**src/rtl/game_pkg.sv**
```systemverilog
// Shared encodings for the typing-game controller:
// FSM states, display digit codes and a 3-digit decimal splitter.
package game_pkg;

    typedef enum logic [2:0] {
        S_SELECT    = 3'd0,
        S_COUNTDOWN = 3'd1,
        S_INGAME    = 3'd2,
        S_PAUSE     = 3'd3,
        S_FINISH    = 3'd4
    } state_t;

    localparam logic [3:0] DIG_ZERO  = 4'd0;
    localparam logic [3:0] DIG_TIME  = 4'd10;
    localparam logic [3:0] DIG_WORD  = 4'd11;
    localparam logic [3:0] DIG_BLANK = 4'd12;
    localparam logic [3:0] DIG_PAUSE = 4'd13;

    localparam int TICKS_PER_SEC = 100;

    // {hundreds, tens, units} of a value up to 999
    function automatic logic [11:0] bcd3(input logic [9:0] n);
        logic [3:0] d0;
        logic [3:0] d1;
        logic [3:0] d2;
        d0 = 4'(n % 10'd10);
        d1 = 4'((n / 10'd10) % 10'd10);
        d2 = 4'((n / 10'd100) % 10'd10);
        return {d2, d1, d0};
    endfunction

endpackage

```
**src/rtl/game_ctrl_p_tick_gen.sv**
```systemverilog
// Free-running strobe generator: one-cycle tick every DIV clocks.
module tick_gen #(
    parameter int DIV = 1000000
) (
    input  logic clk,
    input  logic rst,
    output logic tick
);

    localparam int CW = (DIV > 1) ? $clog2(DIV) : 1;

    logic [CW-1:0] cnt;

    assign tick = (cnt == CW'(DIV - 1));

    always_ff @(posedge clk or posedge rst) begin
        if (rst)
            cnt <= '0;
        else if (tick)
            cnt <= '0;
        else
            cnt <= cnt + CW'(1);
    end

endmodule

```
**src/rtl/game_ctrl_p.sv**
```systemverilog
// Game flow controller: preset selection, countdown, timed play,
// pause and finish, plus the four-digit display encoding.
module game_ctrl_p
    import game_pkg::*;
#(
    parameter int TICK_DIV   = 1000000,
    parameter int CD_TICKS   = 300,
    parameter int TIME_STEP  = 15,
    parameter int TIME_STEPS = 6,
    parameter int NUM_STEP   = 25,
    parameter int NUM_STEPS  = 4,
    parameter int VAL_W      = 7
) (
    input  logic             clk,
    input  logic             rst,
    input  logic             start,
    input  logic             select_up,
    input  logic             select_down,
    input  logic             pause,
    input  logic             mode,
    input  logic             finish,
    output logic             Mode,
    output logic [2:0]       state,
    output logic [VAL_W-1:0] value,
    output logic [VAL_W-1:0] remain,
    output logic             timeout,
    output logic [15:0]      nums
);

    localparam int CD_W = 16;
    localparam logic [VAL_W-1:0] T_STEP = VAL_W'(TIME_STEP);
    localparam logic [VAL_W-1:0] T_MAX  = VAL_W'(TIME_STEP * TIME_STEPS);
    localparam logic [VAL_W-1:0] N_STEP = VAL_W'(NUM_STEP);
    localparam logic [VAL_W-1:0] N_MAX  = VAL_W'(NUM_STEP * NUM_STEPS);
    localparam logic [CD_W-1:0]  CD_INIT = CD_W'(CD_TICKS);
    localparam logic [6:0]       SUB_LAST = 7'(TICKS_PER_SEC - 1);

    logic tick;

    tick_gen #(.DIV(TICK_DIV)) u_tick (
        .clk  (clk),
        .rst  (rst),
        .tick (tick)
    );

    logic [3:0] btn;
    logic [3:0] btn_q;
    logic [3:0] edges;
    logic       armed;
    logic       start_e;
    logic       up_e;
    logic       dn_e;
    logic       pause_e;

    // armed masks the first cycle so a level held through reset is not an edge
    assign btn   = {start, select_up, select_down, pause};
    assign edges = btn & ~btn_q & {4{armed}};
    assign {start_e, up_e, dn_e, pause_e} = edges;

    always_ff @(posedge clk or posedge rst) begin
        if (rst) begin
            btn_q <= '0;
            armed <= 1'b0;
        end else begin
            btn_q <= btn;
            armed <= 1'b1;
        end
    end

    state_t           st;
    state_t           st_nx;
    logic             mode_q;
    logic [VAL_W-1:0] num;
    logic [VAL_W-1:0] tim;
    logic [VAL_W-1:0] num_nx;
    logic [VAL_W-1:0] tim_nx;
    logic [VAL_W-1:0] rem;
    logic [CD_W-1:0]  cd;
    logic [6:0]       sub;

    always_ff @(posedge clk or posedge rst) begin
        if (rst)
            st <= S_SELECT;
        else
            st <= st_nx;
    end

    always_comb begin
        st_nx = st;
        unique case (st)
            S_SELECT:    if (start_e) st_nx = S_COUNTDOWN;
            S_COUNTDOWN: if (tick && cd == '0) st_nx = S_INGAME;
            S_INGAME: begin
                if (finish || timeout)
                    st_nx = S_FINISH;
                else if (pause_e)
                    st_nx = S_PAUSE;
            end
            S_PAUSE: begin
                if (start_e)
                    st_nx = S_SELECT;
                else if (pause_e)
                    st_nx = S_INGAME;
            end
            S_FINISH:    if (start_e) st_nx = S_SELECT;
            default:     st_nx = S_SELECT;
        endcase
    end

    always_comb begin
        num_nx = num;
        tim_nx = tim;
        unique case (1'b1)
            up_e && !dn_e: begin
                if (mode_q)
                    num_nx = (num >= N_MAX) ? N_STEP : num + N_STEP;
                else
                    tim_nx = (tim >= T_MAX) ? T_STEP : tim + T_STEP;
            end
            dn_e && !up_e: begin
                if (mode_q)
                    num_nx = (num <= N_STEP) ? N_MAX : num - N_STEP;
                else
                    tim_nx = (tim <= T_STEP) ? T_MAX : tim - T_STEP;
            end
            default: ;
        endcase
    end

    always_ff @(posedge clk or posedge rst) begin
        if (rst) begin
            mode_q  <= 1'b0;
            num     <= N_STEP;
            tim     <= T_STEP;
            rem     <= '0;
            cd      <= CD_INIT;
            sub     <= '0;
            timeout <= 1'b0;
        end else begin
            timeout <= 1'b0;
            unique case (st)
                S_SELECT: begin
                    mode_q <= mode;
                    num    <= num_nx;
                    tim    <= tim_nx;
                    if (start_e) begin
                        rem <= tim;
                        cd  <= CD_INIT;
                        sub <= '0;
                    end
                end
                S_COUNTDOWN: begin
                    if (tick && cd != '0)
                        cd <= cd - CD_W'(1);
                end
                S_INGAME: begin
                    // one remain step per TICKS_PER_SEC ticks, time mode only
                    if (tick && !mode_q) begin
                        if (sub == SUB_LAST) begin
                            sub <= '0;
                            if (rem != '0) begin
                                rem     <= rem - VAL_W'(1);
                                timeout <= (rem == VAL_W'(1));
                            end
                        end else begin
                            sub <= sub + 7'd1;
                        end
                    end
                end
                default: ;
            endcase
        end
    end

    assign Mode   = mode_q;
    assign state  = st;
    assign value  = mode_q ? num : tim;
    assign remain = rem;

    logic [9:0] disp;
    logic [3:0] d3;
    logic       blank;

    always_comb begin
        disp  = '0;
        d3    = DIG_ZERO;
        blank = 1'b0;
        unique case (st)
            S_SELECT: begin
                disp = 10'(value);
                d3   = mode_q ? DIG_WORD : DIG_TIME;
            end
            S_COUNTDOWN: disp = 10'(cd / CD_W'(TICKS_PER_SEC));
            S_INGAME:    disp = 10'(mode_q ? num : rem);
            S_PAUSE: begin
                disp = 10'(mode_q ? num : rem);
                d3   = DIG_PAUSE;
            end
            default:     blank = 1'b1;
        endcase
        nums = blank ? {4{DIG_BLANK}} : {d3, bcd3(disp)};
    end

endmodule

```
**config.mk**
```make
export PLATFORM = sky130hd
export DESIGN_NAME = game_ctrl_p
export DESIGN_NICKNAME = d
export VERILOG_FILES = /design/src/rtl/game_pkg.sv /design/src/rtl/game_ctrl_p_tick_gen.sv /design/src/rtl/game_ctrl_p.sv
export SDC_FILE = /design/constraint.sdc
export NUM_CORES = 1
export LEC_CHECK = 0
export ABC_AREA = 1
export BUFFER_PORTS_ARGS = -buffer_cell sky130_fd_sc_hd__buf_4
export CORE_ASPECT_RATIO = 1.75
export CORE_MARGIN = 2
export CORE_UTILIZATION = 68
export CTS_CLUSTER_DIAMETER = 100
export DETAILED_ROUTE_END_ITERATION = 8
export GPL_TIMING_DRIVEN = 0
export PLACE_DENSITY = 0.88
export SYNTH_ARGS = -nofsm -noshare
export SYNTH_HDL_FRONTEND = slang
export SYNTH_SLANG_ARGS = --single-unit
```
**constraint.sdc**
```tcl
create_clock -name clk -period 16.6 [get_ports clk]
set_input_delay 4.98 -clock clk [delete_from_list [all_inputs] [get_ports clk]]
set_output_delay 4.98 -clock clk [all_outputs]
set_load 0.05 [all_outputs]
```
==> results.yml, run 1 <==
run_status:
  status: "completed"
timing:
  worst_pin_slew_ns: 0.5472
  relSlewSlack: 0.6352
  period_needed_ns: 12.80
  rsz0062_at_grt: "no"
  timing.final.crit_share: 0.7711
  fin_skew_ns: 0.007327
  hold_viol_final: 0
  setup-violations-final: 0
  drv_slew: 0
  fmax_mhz: 78.12
  tns_ns: 0
hold_path:
  min_path_cells: 1
  worstHoldStart: "u_tick.cnt[0]$_DFF_PP0_"
  hold_class: "reg -> reg"
  hold_path_end: "u_tick.cnt[0]$_DFF_PP0_"
global_route:
  grt_max_degree: 59
  grt_pass1_vias: 7190
  antenna_found_initial: 0
  gr-total-overflow: 0
  grt_pass1_wl_um: 30460
  track_usage: 0.3299
cts:
  cts_hold_buf: 0
  cts_sinks: 74
  clk_pin_slew_worst_paths_ns: 0.06
  ctsResizeCount: 0
  cts_buffer_depth: 2
  htree_levels: 3
  cts_root_buffer: "clkbuf_16"
  cts_setup_buffers: 0
  cts_buffers: 9
  clock_latency_ns: 0.34
  cts_tree: "built"
synth:
  synthCells: 1100
  synth_seq_area_share: 0.2558
  yosys_most_used_dff: "dfrtp_1"
  synth_top_cell_area_share: 0.2162
  yosys_register_bits: 74
  syn_area_mm2: 0.007292
  async_reset_ff_frac: 1.000
  synth_area_leaders: "dfrtp_1 22%, nand2_1 12%, inv_1 8.8%"
  yosysTopAreaCell: "dfrtp_1"
  synth_edf_count: 0
  synth.distinct_cells: 58
  synthesis.nets: 1130
  yosysWarningCount: 0
  postSynthAreaPerCell_um2: 6.629
die:
  die_area_mm2: 0.01160
  initial_core_util: 0.6897
  core-area_mm2: 0.01057
  die_w_um: 82.28
  ios: 43
  num_rows: 50
  die_y_um: 141.0
flow_run:
  maxCapViolCount: 0
detailed_routing:
  drt_iter0_drc: 421
  ant_nets: 0
  wirelength_um: 18140
  drc: 0
  avgViaCountPerCell: 5.809
  drt_pass1_iterations: 5
  avgRoutedWirePerCell_um: 14.07
  vias: 7488
setup_path:
  ff2ff_setup_slack_ns: 13.10
  crit_top_cell: "nand2_1"
  cp-start-kind: "flop"
  r2r_start: "u_tick.cnt[0]$_DFF_PP0_"
  cp.required_ns: 11.62
  critical_path.max_fanout: 8
  crit_arrival_ns: 7.82
  cpPeakStageDelay_ns: 0.47
  worst-setup-path-type: "reg -> out"
  worst_setup_path_end_kind: "output port"
  slowest_stage: "dfrtp_1"
  worst_r2r_endpoint: "cd[15]$_DFFE_PP0P_"
  reg2reg_depth: 18
placed_design:
  portBuffers: 42
  gp_congestion: 1.002
  place_hpwl_um: 13870
  place_area_mm2: 0.007800
cells_and_area:
  num-fill-cells: 867
  nets: 1184
  n_antenna_cell: 0
  final_area_mm2: 0.008113
  drive_gt1_frac: 0.1665
  final_common_cell: "nand2_1"
  final_cell_mix: "240 x nand2_1, 170 x inv_1, 94 x nor2_1"
  syn_to_final_growth_pct: 11.26
-- how the worst max path moves through the flow --
| stage | slack, ns | cells after the start | to | startpoint |
|---|---|---|---|---|
| CTS | 3.83 | 60 | nums[7] | cd[12]$_DFFE_PP0P_ |
| global placement | 4.32 | 60 | nums[7] | cd[12]$_DFFE_PP0P_ |
| finish | 3.80 | 62 | nums[7] | cd[12]$_DFFE_PP0P_ |
| floorplan | 4.85 | 40 | nums[5] | Mode$_DFFE_PP0P_ |
| global route | 3.01 | 63 | nums[7] | cd[12]$_DFFE_PP0P_ |
| detailed placement | 4.21 | 60 | nums[7] | cd[12]$_DFFE_PP0P_ |
-- cells by family (layout without fill, tap and decap cells) --
logic type	Yosys count	in the layout	share of synthesized area
DFF	74	74	0.2558
xor gates and xnor gates	33	33	0.04221
adders and majority gates	22	22	0.03775
AOI/OAI and AO/OA	178	178	0.1455
buffers and inverters	208	267	0.1084
and+or+nand+nor	584	584	0.4097
other	1	1	0.0005143
-- metal layers --
layer / track usage / part of all wire
met5: 0 / 0
met4: 0.1447 / 0.037
met3: 0.04994 / 0.050
met2: 0.6104 / 0.54
met1: 0.3535 / 0.38
-- cell type report --
type | count | area (µm²) | share of cell area
Buffer | 10 | 42.54 | 0.005244
Clock buffer | 11 | 252.7 | 0.03115
Clock inverter | 5 | 60.06 | 0.007403
Inverter | 198 | 750.7 | 0.09254
Multi-Input combinational cell | 818 | 4636 | 0.5714
Sequential cell | 74 | 1866 | 0.2300
Tap cell | 130 | 162.7 | 0.02005
Timing Repair Buffer | 43 | 342.8 | 0.04226
-- registers in the layout (all words and copies together) (netlist names) --
| register | flops |
|---|---|
| armed | 1 |
| u_tick.cnt | 20 |
| btn_q | 4 |
| cd | 16 |
| Mode | 1 |
| sub | 7 |
| timeout | 1 |
| num | 7 |
| remain | 7 |
| tim | 7 |
| state | 3 |
-- metrics by stage --
step                  util  hold WS (ns)  cells  setup slack (ns)
floorplan                -        0.4319   1100             4.851
global placement    0.7349        0.4538   1272             4.323
detailed placement  0.7378        0.4785   1273             4.212
CTS                 0.7673        0.4870   1289             3.828
global route        0.7673        0.4876   1289             3.010
finish              0.7673        0.4816   1289             3.800
-- worst max-delay path: cells and delay by family, from the launching register on --
family / cells / cell delay (ns)
adders and majority gates: 2 / 0.41
AOI/OAI and AO/OA: 5 / 1.02
DFF: 1 / 0.47
buffers and inverters: 10 / 0.85
and+or+nand+nor: 45 / 4.73
-- synth_stat cells, types with 4 or more instances --
library cell,number
xnor2_1,4
o21ai_0,70
o211ai_1,8
dfstp_2,11
inv_1,171
nand2_4,24
dfrtp_1,63
nand2_1,240
clkbuf_1,8
nor3b_1,4
nor3_1,28
nor2_1,94
a21oi_1,42
nand2_2,35
o21ai_2,4
o31ai_1,4
a211oi_1,5
xor2_1,28
nand3_2,10
o21ai_1,8
nor4_1,12
nor2_4,5
nand4_1,24
ha_1,22
inv_2,19
nand4_2,4
a22oi_1,7
nand3_1,85
a31oi_1,7
clkinv_1,6
Power of run 1 is left out: the tool's default activity adds up to more than one toggle a clock period on the data nets, which glitch-free logic cannot reach.
==> inputs of run 2 (changes only) <==
--- a/config.mk
+++ b/config.mk
@@ -9,11 +9,11 @@
 export BUFFER_PORTS_ARGS = -buffer_cell sky130_fd_sc_hd__buf_4
 export CORE_ASPECT_RATIO = 1.75
 export CORE_MARGIN = 2
-export CORE_UTILIZATION = 68
+export CORE_UTILIZATION = 57
 export CTS_CLUSTER_DIAMETER = 100
 export DETAILED_ROUTE_END_ITERATION = 8
 export GPL_TIMING_DRIVEN = 0
-export PLACE_DENSITY = 0.88
+export PLACE_DENSITY = 0.78
 export SYNTH_ARGS = -nofsm -noshare
 export SYNTH_HDL_FRONTEND = slang
 export SYNTH_SLANG_ARGS = --single-unit
==> constraint.sdc (replaced) <==
create_clock -name clk -period 11.25 [get_ports clk]
set_input_delay 3.375 -clock clk [delete_from_list [all_inputs] [get_ports clk]]
set_output_delay 3.375 -clock clk [all_outputs]
set_load 0.05 [all_outputs]
==> run 2 against run 1 <==
  * Die area up 19%
  * Clock skew is 0.0010 ns lower
  * Via count is 1.2% lower
  * Critical path type unchanged
==> results.yml, run 2 (synthesized netlist as in run 1, its figures left out) <==
cells_and_area:
  n_antenna_cell: 0
  regArea_mm2: 0.001868
  final_cell_mix: "235 x nand2_1, 169 x inv_1, 93 x nor2_1"
  reg_top3: "u_tick.cnt x20, cd x16"
  final_common_cell: "nand2_1"
  regMostFlops: "u_tick.cnt"
  drive_gt1_frac: 0.1841
  largest_reg_flops: 20
  num-fill-cells: 1148
  multiInputGateArea_mm2: 0.004697
  syn_to_final_growth_pct: 13.74
  utilization: 0.6636
  nets: 1193
setup_path:
  slowest_stage: "dfrtp_2"
  ff2ff_setup_slack_ns: 7.74
  crit_arrival_ns: 7.27
  cpPeakStageDelay_ns: 0.44
  r2r_start: "u_tick.cnt[0]$_DFF_PP0_"
  reg2reg_depth: 18
  cp-start-kind: "flop"
  crit_path_end: "nums[7]"
  crit_top_cell: "nand2_1"
  worst_setup_path_end_kind: "output port"
  cp.required_ns: 7.88
  critical_path.max_fanout: 7
  worst_r2r_endpoint: "cd[15]$_DFFE_PP0P_"
  worst-setup-path-type: "reg -> out"
  worstSetupStartpoint: "cd[12]$_DFFE_PP0P_"
global_route:
  grt_max_degree: 64
  grt_pass1_vias: 6855
  gr-total-overflow: 0
  grt_pass1_wl_um: 30100
  track_usage: 0.2700
  antenna_found_initial: 0
timing:
  fmax_mhz: 93.93
  relSlewSlack: 0.5986
  fin_skew_ns: 0.006311
  period_needed_ns: 10.65
  worst_pin_slew_ns: 0.6021
  setup-violations-final: 0
  drv_slew: 0
  hold_viol_final: 0
  timing.final.crit_share: 0.9464
placed_design:
  portBuffers: 42
  place_hpwl_um: 13990
  gp_congestion: 0.9391
die:
  die_area_mm2: 0.01375
  ios: 43
  num_rows: 54
  die_w_um: 89.50
  initial_core_util: 0.5834
  die_y_um: 153.6
  core-area_mm2: 0.01250
cts:
  cts_sinks: 74
  cts_buffer_depth: 2
  clk_pin_slew_worst_paths_ns: 0.06
  htree_levels: 3
  cts_hold_buf: 0
  clock_latency_ns: 0.33
  cts_tree: "built"
  cts_root_buffer: "clkbuf_16"
  cts_buffers: 9
detailed_routing:
  vias: 7399
  drc: 0
  drt_pass1_iterations: 6
  avgViaCountPerCell: 5.538
  ant_nets: 0
  drt_iter0_drc: 352
  avgRoutedWirePerCell_um: 13.31
  wirelength_um: 17780
flow_run:
  maxCapViolCount: 0
hold_path:
  hold_class: "reg -> reg"
  worstHoldStart: "u_tick.cnt[0]$_DFF_PP0_"
run_status:
  status: "completed"
==> run 2: cell count changes in the layout (fill, tap and decap cells not counted), sizes merged <==
cell    delta
clkinv     -1
inv        +2
buf        +9
clkbuf     -1
==> run 2: area by class of cell <==
cell class | instances | area share
repair buffers | 52 | 0.04993
flip-flops and latches | 74 | 0.2252
plain buffers | 10 | 0.005129
well taps | 168 | 0.02534
clock inverters | 6 | 0.008749
clock buffers | 10 | 0.02881
multi-input cells | 818 | 0.5663
inverters | 198 | 0.09051
==> run 2: what timing repair did <==
item / in CTS / in global routing
resized for setup: 0 / 21
buffers inserted: 0 / 9
endpoints found under the setup margin: 0 / 3
==> run 2: worst min-delay path by stage <==
stage / slack (ns) / to / depth (start not counted)
after floorplan: 0.43 / u_tick.cnt[0]$_DFF_PP0_ / 1
after global placement: 0.46 / u_tick.cnt[0]$_DFF_PP0_ / 1
after detailed placement: 0.46 / u_tick.cnt[0]$_DFF_PP0_ / 1
after CTS: 0.47 / u_tick.cnt[0]$_DFF_PP0_ / 1
after global routing: 0.50 / u_tick.cnt[0]$_DFF_PP0_ / 1
final: 0.46 / u_tick.cnt[0]$_DFF_PP0_ / 1
==> run 2: metal layers <==
| metal | share of wire | GRT usage | vias up |
|---|---|---|---|
| met2 | 0.53 | 0.4808 | 209 |
| met3 | 0.032 | 0.02791 | 59 |
| met5 | 0 | 0 | - |
| li1 | - | - | 3726 |
| met4 | 0.044 | 0.1286 | 0 |
| met1 | 0.40 | 0.3114 | 3405 |
==> run 2: through the flow <==
stage	setup WS (ns)	cell area, µm²	hold slack [ns]	std cells	setup TNS (ns)
finish	0.6034	8294	0.4618	1336	0
global placement	0.5853	7818	0.4556	1310	0
CTS	0.06341	8159	0.4658	1327	0
floorplan	1.106	7292	0.4319	1100	0
global route	-0.07091	8294	0.4987	1336	-0.07091
detailed placement	0.4454	7848	0.4565	1311	0
==> run 2: critical path, delay by kind of cell (launching register included) <==
kind	cells	cell delay, ns
AND/OR/NAND/NOR	47	4.65
AO/OA/AOI/OAI	5	0.71
buffers and inverters	8	0.62
adder cells (fa/ha/maj)	2	0.46
flip-flops	1	0.44
Power of run 2 is left out for the same reason.
